File: config.mk
export PLATFORM = sky130hd
export DESIGN_NAME = rsa_dec_sequencer
export DESIGN_NICKNAME = d
export VERILOG_FILES = /design/src/rtl/rsa_pkg.sv /design/src/rtl/rsa_sync_fifo.sv /design/src/rtl/rsa_dec_sequencer.sv
export SDC_FILE = /design/constraint.sdc
export NUM_CORES = 1
export LEC_CHECK = 0
export ABC_AREA = 1
export BUFFER_PORTS_ARGS = -buffer_cell sky130_fd_sc_hd__buf_2
export CAP_MARGIN = 20
export CORE_ASPECT_RATIO = 0.9
export CORE_MARGIN = 4
export CORE_UTILIZATION = 57
export CTS_BUF_LIST = sky130_fd_sc_hd__clkbuf_2
export DETAILED_ROUTE_END_ITERATION = 10
export PLACE_DENSITY_LB_ADDON = 0.1
export SLEW_MARGIN = 30
export SYNTH_ARGS = -nofsm -noshare
export SYNTH_HDL_FRONTEND = slang
export SYNTH_SLANG_ARGS = --single-unit
export TNS_END_PERCENT = 5
File: constraint.sdc
create_clock -name clk -period 2.39 [get_ports clk]
set_input_delay 0.3585 -clock clk [delete_from_list [all_inputs] [get_ports clk]]
set_output_delay 0.3585 -clock clk [all_outputs]
set_load 0.005 [all_outputs]
File: src/rtl/rsa_pkg.sv
// Shared definitions for the RSA decode path.
// Holds the input sequencer FSM state encoding and the default word width
// and modulus that must agree between the sequencer and the decoder instance.
package rsa_pkg;

   // Default word width and modulus of the decoder this block feeds
   localparam int          RSA_N_BIT = 12;
   localparam logic [11:0] RSA_N     = 12'd3551;

   // Sequencer FSM states, one decode transaction per pass through them
   typedef enum logic [1:0] {
      SEQ_IDLE,
      SEQ_SETUP,
      SEQ_RUN,
      SEQ_RELEASE
   } seq_state_t;

endpackage

File: src/rtl/rsa_sync_fifo.sv
// Single-clock FIFO holding ciphertext words ahead of the decoder.
// The head word is shown on 'head' whenever the FIFO is not empty.
// A push while full or a pop while empty is ignored.
// Ports:
//   clk, rst          : clock, synchronous active-high reset (empties the FIFO)
//   push, push_data   : write request and the word to write
//   pop               : remove the head word
//   full, empty       : occupancy flags
//   head              : word at the head of the FIFO
module rsa_sync_fifo #(
   parameter int WIDTH = 12,
   parameter int DEPTH = 4
) (
   input  logic             clk,
   input  logic             rst,
   input  logic             push,
   input  logic [WIDTH-1:0] push_data,
   input  logic             pop,
   output logic             full,
   output logic             empty,
   output logic [WIDTH-1:0] head
);

   localparam int AW = $clog2(DEPTH);

   // Pointers carry one extra wrap bit so full and empty can be told apart
   logic [AW:0]      wr_ptr;
   logic [AW:0]      rd_ptr;
   logic [WIDTH-1:0] mem [DEPTH];
   logic             do_push;
   logic             do_pop;

   assign do_push = push && !full;
   assign do_pop  = pop && !empty;

   assign empty = (wr_ptr == rd_ptr);
   assign full  = (wr_ptr[AW] != rd_ptr[AW]) &&
                  (wr_ptr[AW-1:0] == rd_ptr[AW-1:0]);
   assign head  = mem[rd_ptr[AW-1:0]];

   // Pointer update; push and pop in the same cycle both take effect
   always_ff @(posedge clk) begin
      if (rst) begin
         wr_ptr <= '0;
         rd_ptr <= '0;
      end else begin
         if (do_push) begin
            wr_ptr <= wr_ptr + (AW+1)'(1);
         end
         if (do_pop) begin
            rd_ptr <= rd_ptr + (AW+1)'(1);
         end
      end
   end

   // Storage needs no reset; stale entries are never visible while empty
   always_ff @(posedge clk) begin
      if (!rst && do_push) begin
         mem[wr_ptr[AW-1:0]] <= push_data;
      end
   end

endmodule

File: src/rtl/rsa_dec_sequencer.sv
// Streaming front end for rsa_decoder.
// Buffers ciphertext words from a valid/ready producer, runs one
// start/done transaction per word on the decoder, and presents each
// plaintext word on a valid/ready output. A new decode is started only
// when the previous result has been taken, so results are never lost.
// Build option: define RSA_RANGE_CHECK_EN to drop words >= N at the input
// (err_range pulses, err_cnt counts); otherwise every word is decoded and
// err_range / err_cnt are held at 0.
// Ports:
//   clk, rst                    : clock, synchronous active-high reset
//   in_valid, in_ready, in_data : ciphertext input stream
//   out_valid, out_ready, out_data : plaintext output stream
//   dec_start, dec_data_in      : to decoder start / data_in
//   dec_data_out, dec_done      : from decoder data_out / done
//   busy                        : FSM active or words waiting
//   err_range, err_cnt          : dropped-word pulse and saturating count
module rsa_dec_sequencer
   import rsa_pkg::*;
#(
   parameter int               N_BIT = RSA_N_BIT,
   parameter logic [N_BIT-1:0] N     = N_BIT'(RSA_N),
   parameter int               DEPTH = 4
) (
   input  logic             clk,
   input  logic             rst,
   input  logic             in_valid,
   output logic             in_ready,
   input  logic [N_BIT-1:0] in_data,
   output logic             out_valid,
   input  logic             out_ready,
   output logic [N_BIT-1:0] out_data,
   output logic             dec_start,
   output logic [N_BIT-1:0] dec_data_in,
   input  logic [N_BIT-1:0] dec_data_out,
   input  logic             dec_done,
   output logic             busy,
   output logic             err_range,
   output logic [7:0]       err_cnt
);

   seq_state_t       state;
   logic [N_BIT-1:0] op_reg;
   logic             ready_en;
   logic             accept;
   logic             fifo_push;
   logic             fifo_pop;
   logic             fifo_full;
   logic             fifo_empty;
   logic [N_BIT-1:0] fifo_head;

   // ready_en keeps in_ready low until the first clock after reset is released
   assign in_ready = ready_en && !rst && !fifo_full;
   assign accept   = in_valid && in_ready;

`ifdef RSA_RANGE_CHECK_EN
   logic out_of_range;

   // An out-of-range word is still handshaken, so the producer never stalls on it
   assign out_of_range = (in_data >= N);
   assign fifo_push    = accept && !out_of_range;
   assign err_range    = accept && out_of_range;

   // Dropped-word counter, sticks at 255
   always_ff @(posedge clk) begin
      if (rst) begin
         err_cnt <= 8'd0;
      end else if (err_range && (err_cnt != 8'hFF)) begin
         err_cnt <= err_cnt + 8'd1;
      end
   end
`else
   logic unused_range_param;

   assign fifo_push          = accept;
   assign err_range          = 1'b0;
   assign err_cnt            = 8'd0;
   assign unused_range_param = ^N;
`endif

   // Pop only when idle and the output register is free: this is the back-pressure point
   assign fifo_pop    = (state == SEQ_IDLE) && !fifo_empty && !out_valid;
   assign dec_data_in = op_reg;
   assign busy        = (state != SEQ_IDLE) || !fifo_empty;

   rsa_sync_fifo #(
      .WIDTH (N_BIT),
      .DEPTH (DEPTH)
   ) u_fifo (
      .clk       (clk),
      .rst       (rst),
      .push      (fifo_push),
      .push_data (in_data),
      .pop       (fifo_pop),
      .full      (fifo_full),
      .empty     (fifo_empty),
      .head      (fifo_head)
   );

   // Decode sequencing: IDLE pops, SETUP presents the operand with start low,
   // RUN holds start until done, RELEASE waits for done to drop again.
   // out_valid is cleared by the consumer handshake; it is only ever set in
   // RUN, which cannot be reached while out_valid is high.
   always_ff @(posedge clk) begin
      if (rst) begin
         state     <= SEQ_IDLE;
         op_reg    <= '0;
         dec_start <= 1'b0;
         out_valid <= 1'b0;
         out_data  <= '0;
         ready_en  <= 1'b0;
      end else begin
         ready_en <= 1'b1;
         if (out_valid && out_ready) begin
            out_valid <= 1'b0;
         end
         case (state)
            SEQ_IDLE: begin
               if (fifo_pop) begin
                  op_reg <= fifo_head;
                  state  <= SEQ_SETUP;
               end
            end
            SEQ_SETUP: begin
               dec_start <= 1'b1;
               state     <= SEQ_RUN;
            end
            SEQ_RUN: begin
               if (dec_done) begin
                  out_data  <= dec_data_out;
                  out_valid <= 1'b1;
                  dec_start <= 1'b0;
                  state     <= SEQ_RELEASE;
               end
            end
            SEQ_RELEASE: begin
               if (!dec_done) begin
                  state <= SEQ_IDLE;
               end
            end
            default: begin
               dec_start <= 1'b0;
               state     <= SEQ_IDLE;
            end
         endcase
      end
   end

endmodule
# After elaboration in Yosys (flattened, before gate mapping)
# Memory sizes are Yosys's and may differ from the RTL's. A register that Yosys moved wholly into a read port is not among the register bits.
# Cells that the tools add are included.
[word_totals]
register_bits = 23
latch_bits = 0
ramBits = 48
mem_bits_ro = 0
in_bits = 29
out_inout_bits = 37
word_cells = 53
memories = 1
[mem_list]
columns = ["name", "words", "word_bits", "read_ports", "rd_clocked_by_memory_dff", "write_ports", "line_no", "rtl"]
rows = [
  ["u_fifo.mem", 4, 12, 1, 1, 1, "rsa_sync_fifo.sv:29", "logic [WIDTH-1:0] mem [DEPTH];"],
]
[classes]
addsub = 2
multipliers = 0
div_mod_pow = 0
order_cmp = 0
n_eq_ne = 9
shifts = 0
n_mux = 12
bitwise = 0
n_reduce_logical = 22
[ops]
columns = ["cell", "n"]
rows = [
  ["1-bit logical AND", 10],
  ["2-bit one-hot mux with 4 select lines", 1],
  ["1-bit 2-to-1 mux", 7],
  ["3-bit by 1-bit adder with 3-bit output, second input constant", 2],
  ["2-bit 2-to-1 mux", 3],
  ["2-bit AND reduction", 3],
  ["2-bit == test, second input constant", 2],
  ["1-bit logical NOT", 4],
  ["2-bit != test, second input constant", 2],
  ["2-bit nonzero test", 2],
  ["3-bit == test", 1],
  ["3-bit AND reduction", 1],
  ["2-bit by 1-bit == test with 1-bit output, second input constant", 1],
  ["2-bit == test", 1],
  ["2-bit logical NOT", 1],
  ["2-bit by 1-bit != test with 1-bit output, second input constant", 1],
  ["1-bit one-hot mux with 2 select lines", 1],
  ["1-bit logical OR", 1],
  ["1-bit != test", 1],
]

# Depth between registers and ports, before layout
[logic_depth]
ltp_word = 9
ltp_mapped = 9
ltp_nobuf = 9

# Hierarchy
# From an unflattened synthesis, not the netlist that was laid out.
[hier_totals]
cells_unflattened = 346
hier_area_um2 = 3460.8
[modules_own_cells]
columns = ["mod", "n_inst", "cells_each", "area_each_um2", "seq_area_each_um2"]
rows = [
  ["rsa_sync_fifo", 1, 191, 2277.2, 1601.5],
  ["rsa_dec_sequencer", 1, 155, 1183.6, 580.6],
]

# Worst setup path after synthesis
# OpenSTA, ideal clock, no wires.
[synth_timing]
kind = "reg2reg"
startpoint = "reg u_fifo.rd_ptr[1]"
endpoint = "mem u_fifo.mem[0][0] (enable)"
setup_ns = 0.380
arrival_ns = 1.417
t_required_ns = 2.010
path_slack_ns = 0.593
path_stages_with_launch = 7
path_buffers = 0
synth_period_minus_slack_ns = 1.797
cell_sequence = "dfxtp_1 > inv_2 > nand2_1 > nand2_1 > nand3b_1 > nand3_2 > nor2_1"
[synth_via]
elab_chain_cells = 9
[synth_rtl]
columns = ["item", "line_no", "rtl"]
rows = [
  ["start, declared", "rsa_sync_fifo.sv:28", "logic [AW:0] rd_ptr;"],
  ["start signal, assigned", "rsa_sync_fifo.sv:51", "rd_ptr <= rd_ptr + (AW+1)'(1);"],
  ["2-bit == test (*)", "rsa_sync_fifo.sv:38", "(wr_ptr[AW-1:0] == rd_ptr[AW-1:0]);"],
  ["1-bit logical AND (*)", "rsa_sync_fifo.sv:37", "assign full = (wr_ptr[AW] != rd_ptr[AW]) &&"],
  ["1-bit logical NOT (*)", "rsa_sync_fifo.sv:33, rsa_dec_sequencer.sv:52", ""],
  ["1-bit logical AND", "rsa_dec_sequencer.sv:52", "assign in_ready = ready_en && !rst && !fifo_full;"],
  ["1-bit logical AND", "rsa_dec_sequencer.sv:53", "assign accept = in_valid && in_ready;"],
  ["1-bit logical AND (*)", "rsa_sync_fifo.sv:33", "assign do_push = push && !full;"],
  ["1-bit logical AND (*)", "rsa_sync_fifo.sv:58", "if (!rst && do_push) begin"],
  ["1-bit 2-to-1 mux (*)", "rsa_sync_fifo.sv:58", ""],
  ["1-bit 2-to-1 mux (not written as such) (*)", "rsa_sync_fifo.sv:59", "mem[wr_ptr[AW-1:0]] <= push_data;"],
  ["end, declared", "rsa_sync_fifo.sv:29", ""],
]
# Every way passes the cells marked *; elsewhere a longest branch is shown, timed or not.

# Worst setup path in the final report
[layout_timing]
startpoint = "reg u_fifo.rd_ptr[1]"
endpoint = "out in_ready"
[layout_via]
elab_chain_cells = 4
[layout_rtl]
columns = ["item", "line_no", "rtl"]
rows = [
  ["2-bit == test", "rsa_sync_fifo.sv:38", ""],
  ["1-bit logical AND", "rsa_sync_fifo.sv:37", ""],
  ["1-bit logical NOT", "rsa_dec_sequencer.sv:52", ""],
  ["1-bit logical AND", "rsa_dec_sequencer.sv:52", ""],
  ["end, declared", "rsa_dec_sequencer.sv:27", "output logic in_ready,"],
]
# No other way between the ends.

==> qor.txt <==
CP max FO - 15
I/O Buffers - 56
FP Rows - 26
Clock share of power - 21.0%
Hold Path Class - input port to flop
CP Cell Sequence - inv_2, nand2_1, nand2_1, nand3b_1, nand2_1, inv_1, buf_2
Worst Path Arrival - 1760 ps
Post-synth EDFFs - 48
Compound-Gate Fraction of Synth Area - 11.14%
Maximum buffer depth of the clock tree - 2
Worst setup SP type - flop
Clock Latency Late Sink - 530 ps
Routed Antenna Nets - 0
Mux cell area share after synthesis - 0%
Synth async-reset ratio - 0%
GR Layer Usage met2 - 27.52%
Commonest cells in the netlist - 85 x nor2_1, 51 x o21ai_0, 48 x edfxtp_1
Area share of the largest cell type after synthesis - 42.78%
P_leak - 1.657 nW
Post-Syn Area per Cell - 10.34 sq um
Setup Viol. Count Final - 0
Cell type with the largest total area after synthesis - edfxtp_1
Cells after synthesis - 326
CTS tree - yes
CTS Sinks - 83
Area of the multi-input gates - 0.001021 sq mm
Layout area overhead - 16.30%
Power share of the sequential group - 49.2%
Cell Pwr Density - 937.0 mW/mm^2
N_diodes - 0
Largest family of logic cells by synthesized area - simple AND/OR/NAND/NOR gates
FF-to-FF setup slack - 530 ps
Actual slew at the worst max-slew pin - 759.2 ps
Fmax - 471.3 MHz
R2R Path End - u_fifo.mem[2][10]
Final max-slew violation count - 0
Total gr overflow - 0
Busiest grt layer - met1
Placer Congestion - 0.8559
Yosys cell types - 23
Die width - 89.05 microns
Maximum vdd drop - 0.5382 mV
Via count - 2449
Status - finished, final reports clean
Synth Warn # - 0
Area contributors post-synth - edfxtp_1 43%, dfxtp_1 21%, nor2_1 9.5%, o21ai_0 7.6%, ha_1 3.7%
WL per Instance - 14.69 microns
Period utilization - 88.79%
Initial Utilization - 59.19%
Largest stage delay, worst path - 520 ps
Post-synthesis sequential area ratio - 63.57%
Ports - 66
Crit. End Element - primary output
Synth Register Bits - 83
GR Layer Usage met1 - 29.25%
Logic pwr share - 29.8%
Unrepaired setup endpoints after global routing - no
Simple-gate share of the synthesized area - 13.44%
RR Startpoint - u_fifo.rd_ptr[1]
NetSw - 0.001295 W
Critical Path RT - 2030 ps
Routed WL - 6936 microns
Clk pin slew, worst setup/hold paths - 240 ps
Most numerous cell in the Yosys netlist - nor2_1
Crit path top cell by count - nand2_1
Maxcap violations - 0
Adder-Cell Fraction of Synth Area - 3.713%
Slowest CP cell - dfxtp_2
Crit path time final - 2122 ps
Hold Fails Final Rpt - 0
Relative slew slack - 49.33%
Pre-antenna DRT Iters - 6
Sw frac - 35.26%
Synth Area in XOR/XNOR - 1.003%
Pint - 0.002377 W
Clk root buf - clkbuf_2
CTS H-tree lvls - 3
Sequential Area - 0.002143 sq mm
Fill cell count - 459
Pwr Total - 0.003672 W
Post-route DRC - 0
Setup_tns - 0 ps
Antenna violations before repair - 0
Vias per std cell - 5.189
Vias in the first global route - 2154
Die span in y - 80.94 microns
NumNets Final - 436
Share of post-route cells with drive strength above 1 - 20.90%
Met3 Use GR - 7.404%
Core area - 0.005693 sq mm
CTS Buf Count - 9
Clock Skew - 27.25 ps
Hold Path Sink - out_valid
Starting DRT DRC Count - 370
Crit path kind - flop to primary output
WHS Path Cells - 4
Total GRT Usage - 20.03%
Total Die Area - 0.007207 sq mm
First-pass GRT wire length - 10590 microns
Estimated wirelength of the detail-placed design - 4758 microns
Dominant synthesized flop cell - edfxtp_1
Largest net degree at the start of global routing - 32
Worst hold path startpoint - out_ready
R2R depth - 7
Synthesized area - 0.003369 sq mm
==> registers in the layout, indices dropped and copies added (netlist names) <==
register and flops:
u_fifo.mem 48, dec_data_in 12, out_data 12, u_fifo.rd_ptr 3, u_fifo.wr_ptr 3, state 2, dec_start 1, out_valid 1
ready_en 1
==> kinds of logic after synthesis <==
group / count (synthesis)
AO/OA/AOI/OAI: 72
XOR/XNOR: 3
flip-flops: 83
AND/OR/NAND/NOR: 112
other: 1
buffers and inverters: 45
adder cells (fa/ha/maj): 10
==> per-stage QoR <==
step	std cells	hold slack [ps]	setup slack (ps)	util (%)	instance area, sq um
after global placement	442	457.3	495.9	64.13	3651
after CTS	459	0.6214	86.09	66.53	3787
after detailed placement	442	465.9	443.6	64.13	3651
after global routing	472	0.9092	95.51	68.84	3919
after floorplan	334	427.6	592.8	-	3400
final	472	21.06	268.0	68.84	3919
==> power groups by stage <==
stage,Clock [W],Combinational [W],Sequential (W)
2_1_floorplan,0,0.000806,0.00183
3_3_place_gp,0,0.00104,0.00183
4_1_cts,0.000785,0.00107,0.00181
5_1_grt,0.000870,0.00127,0.00183
3_5_place_dp,0,0.00107,0.00184
6_report,0.000772,0.00109,0.00181
==> area by class of cell <==
cell class,count,share of cell area (%)
clock inverter,7,2.075
sequential,83,54.69
tap,70,2.235
multi-input combinational,206,26.05
timing repair buffer,75,11.69
clock buffer,9,1.149
inverter,22,2.107
==> worst max path at each step <==
stage	startpoint	to	slack (ps)	cells after the start
6_report	u_fifo.rd_ptr[1]	in_ready	270	7
5_1_grt	u_fifo.rd_ptr[1]	in_ready	100	7
4_1_cts	u_fifo.rd_ptr[1]	in_ready	90	7
3_5_place_dp	u_fifo.rd_ptr[1]	u_fifo.mem[2][10]	440	7
3_3_place_gp	u_fifo.rd_ptr[1]	u_fifo.mem[3][10]	500	7
2_1_floorplan	u_fifo.rd_ptr[1]	u_fifo.mem[0][0]	590	6
==> worst max-delay path, delay by kind of cell, from the launching register on <==
family | cells | cell delay [ps]
DFF | 1 | 520
and+or+nand+nor | 4 | 400
buffers and inverters | 3 | 310
==> timing repair <==
item / 4_1_cts / 5_1_grt
hold endpoints to repair: 2 / 37
setup buffers: 0 / 0
endpoints found under the setup margin: 0 / 1
gates resized for setup: 0 / 1
hold buffers: 1 / 13
==> placed cells by master (no fill, tap or decap), types with 2 or more instances in the layout <==
cell	Yosys	final
nand4_1	2	2
o22ai_1	12	12
edfxtp_1	48	48
o21ai_0	51	51
xor2_1	2	2
dfxtp_1	35	34
buf_4	11	5
inv_1	20	20
ha_1	10	10
nand3_1	2	2
buf_2	3	56
dlygate4sd3_1	0	14
inv_6	0	3
nand2_1	18	18
nand3_2	2	2
conb_1	1	9
clkbuf_2	0	9
inv_2	2	2
a21oi_1	9	9
nor2_1	85	85
==> routing by layer <==
layer | wire (microns) | vias to the layer above
li1 | - | 1221
met1 | 2995 | 1096
met2 | 2986 | 121
met3 | 855 | 11
met4 | 98 | 0
met5 | 0 | -
Note: power is estimated with default switching activity, not from simulation.
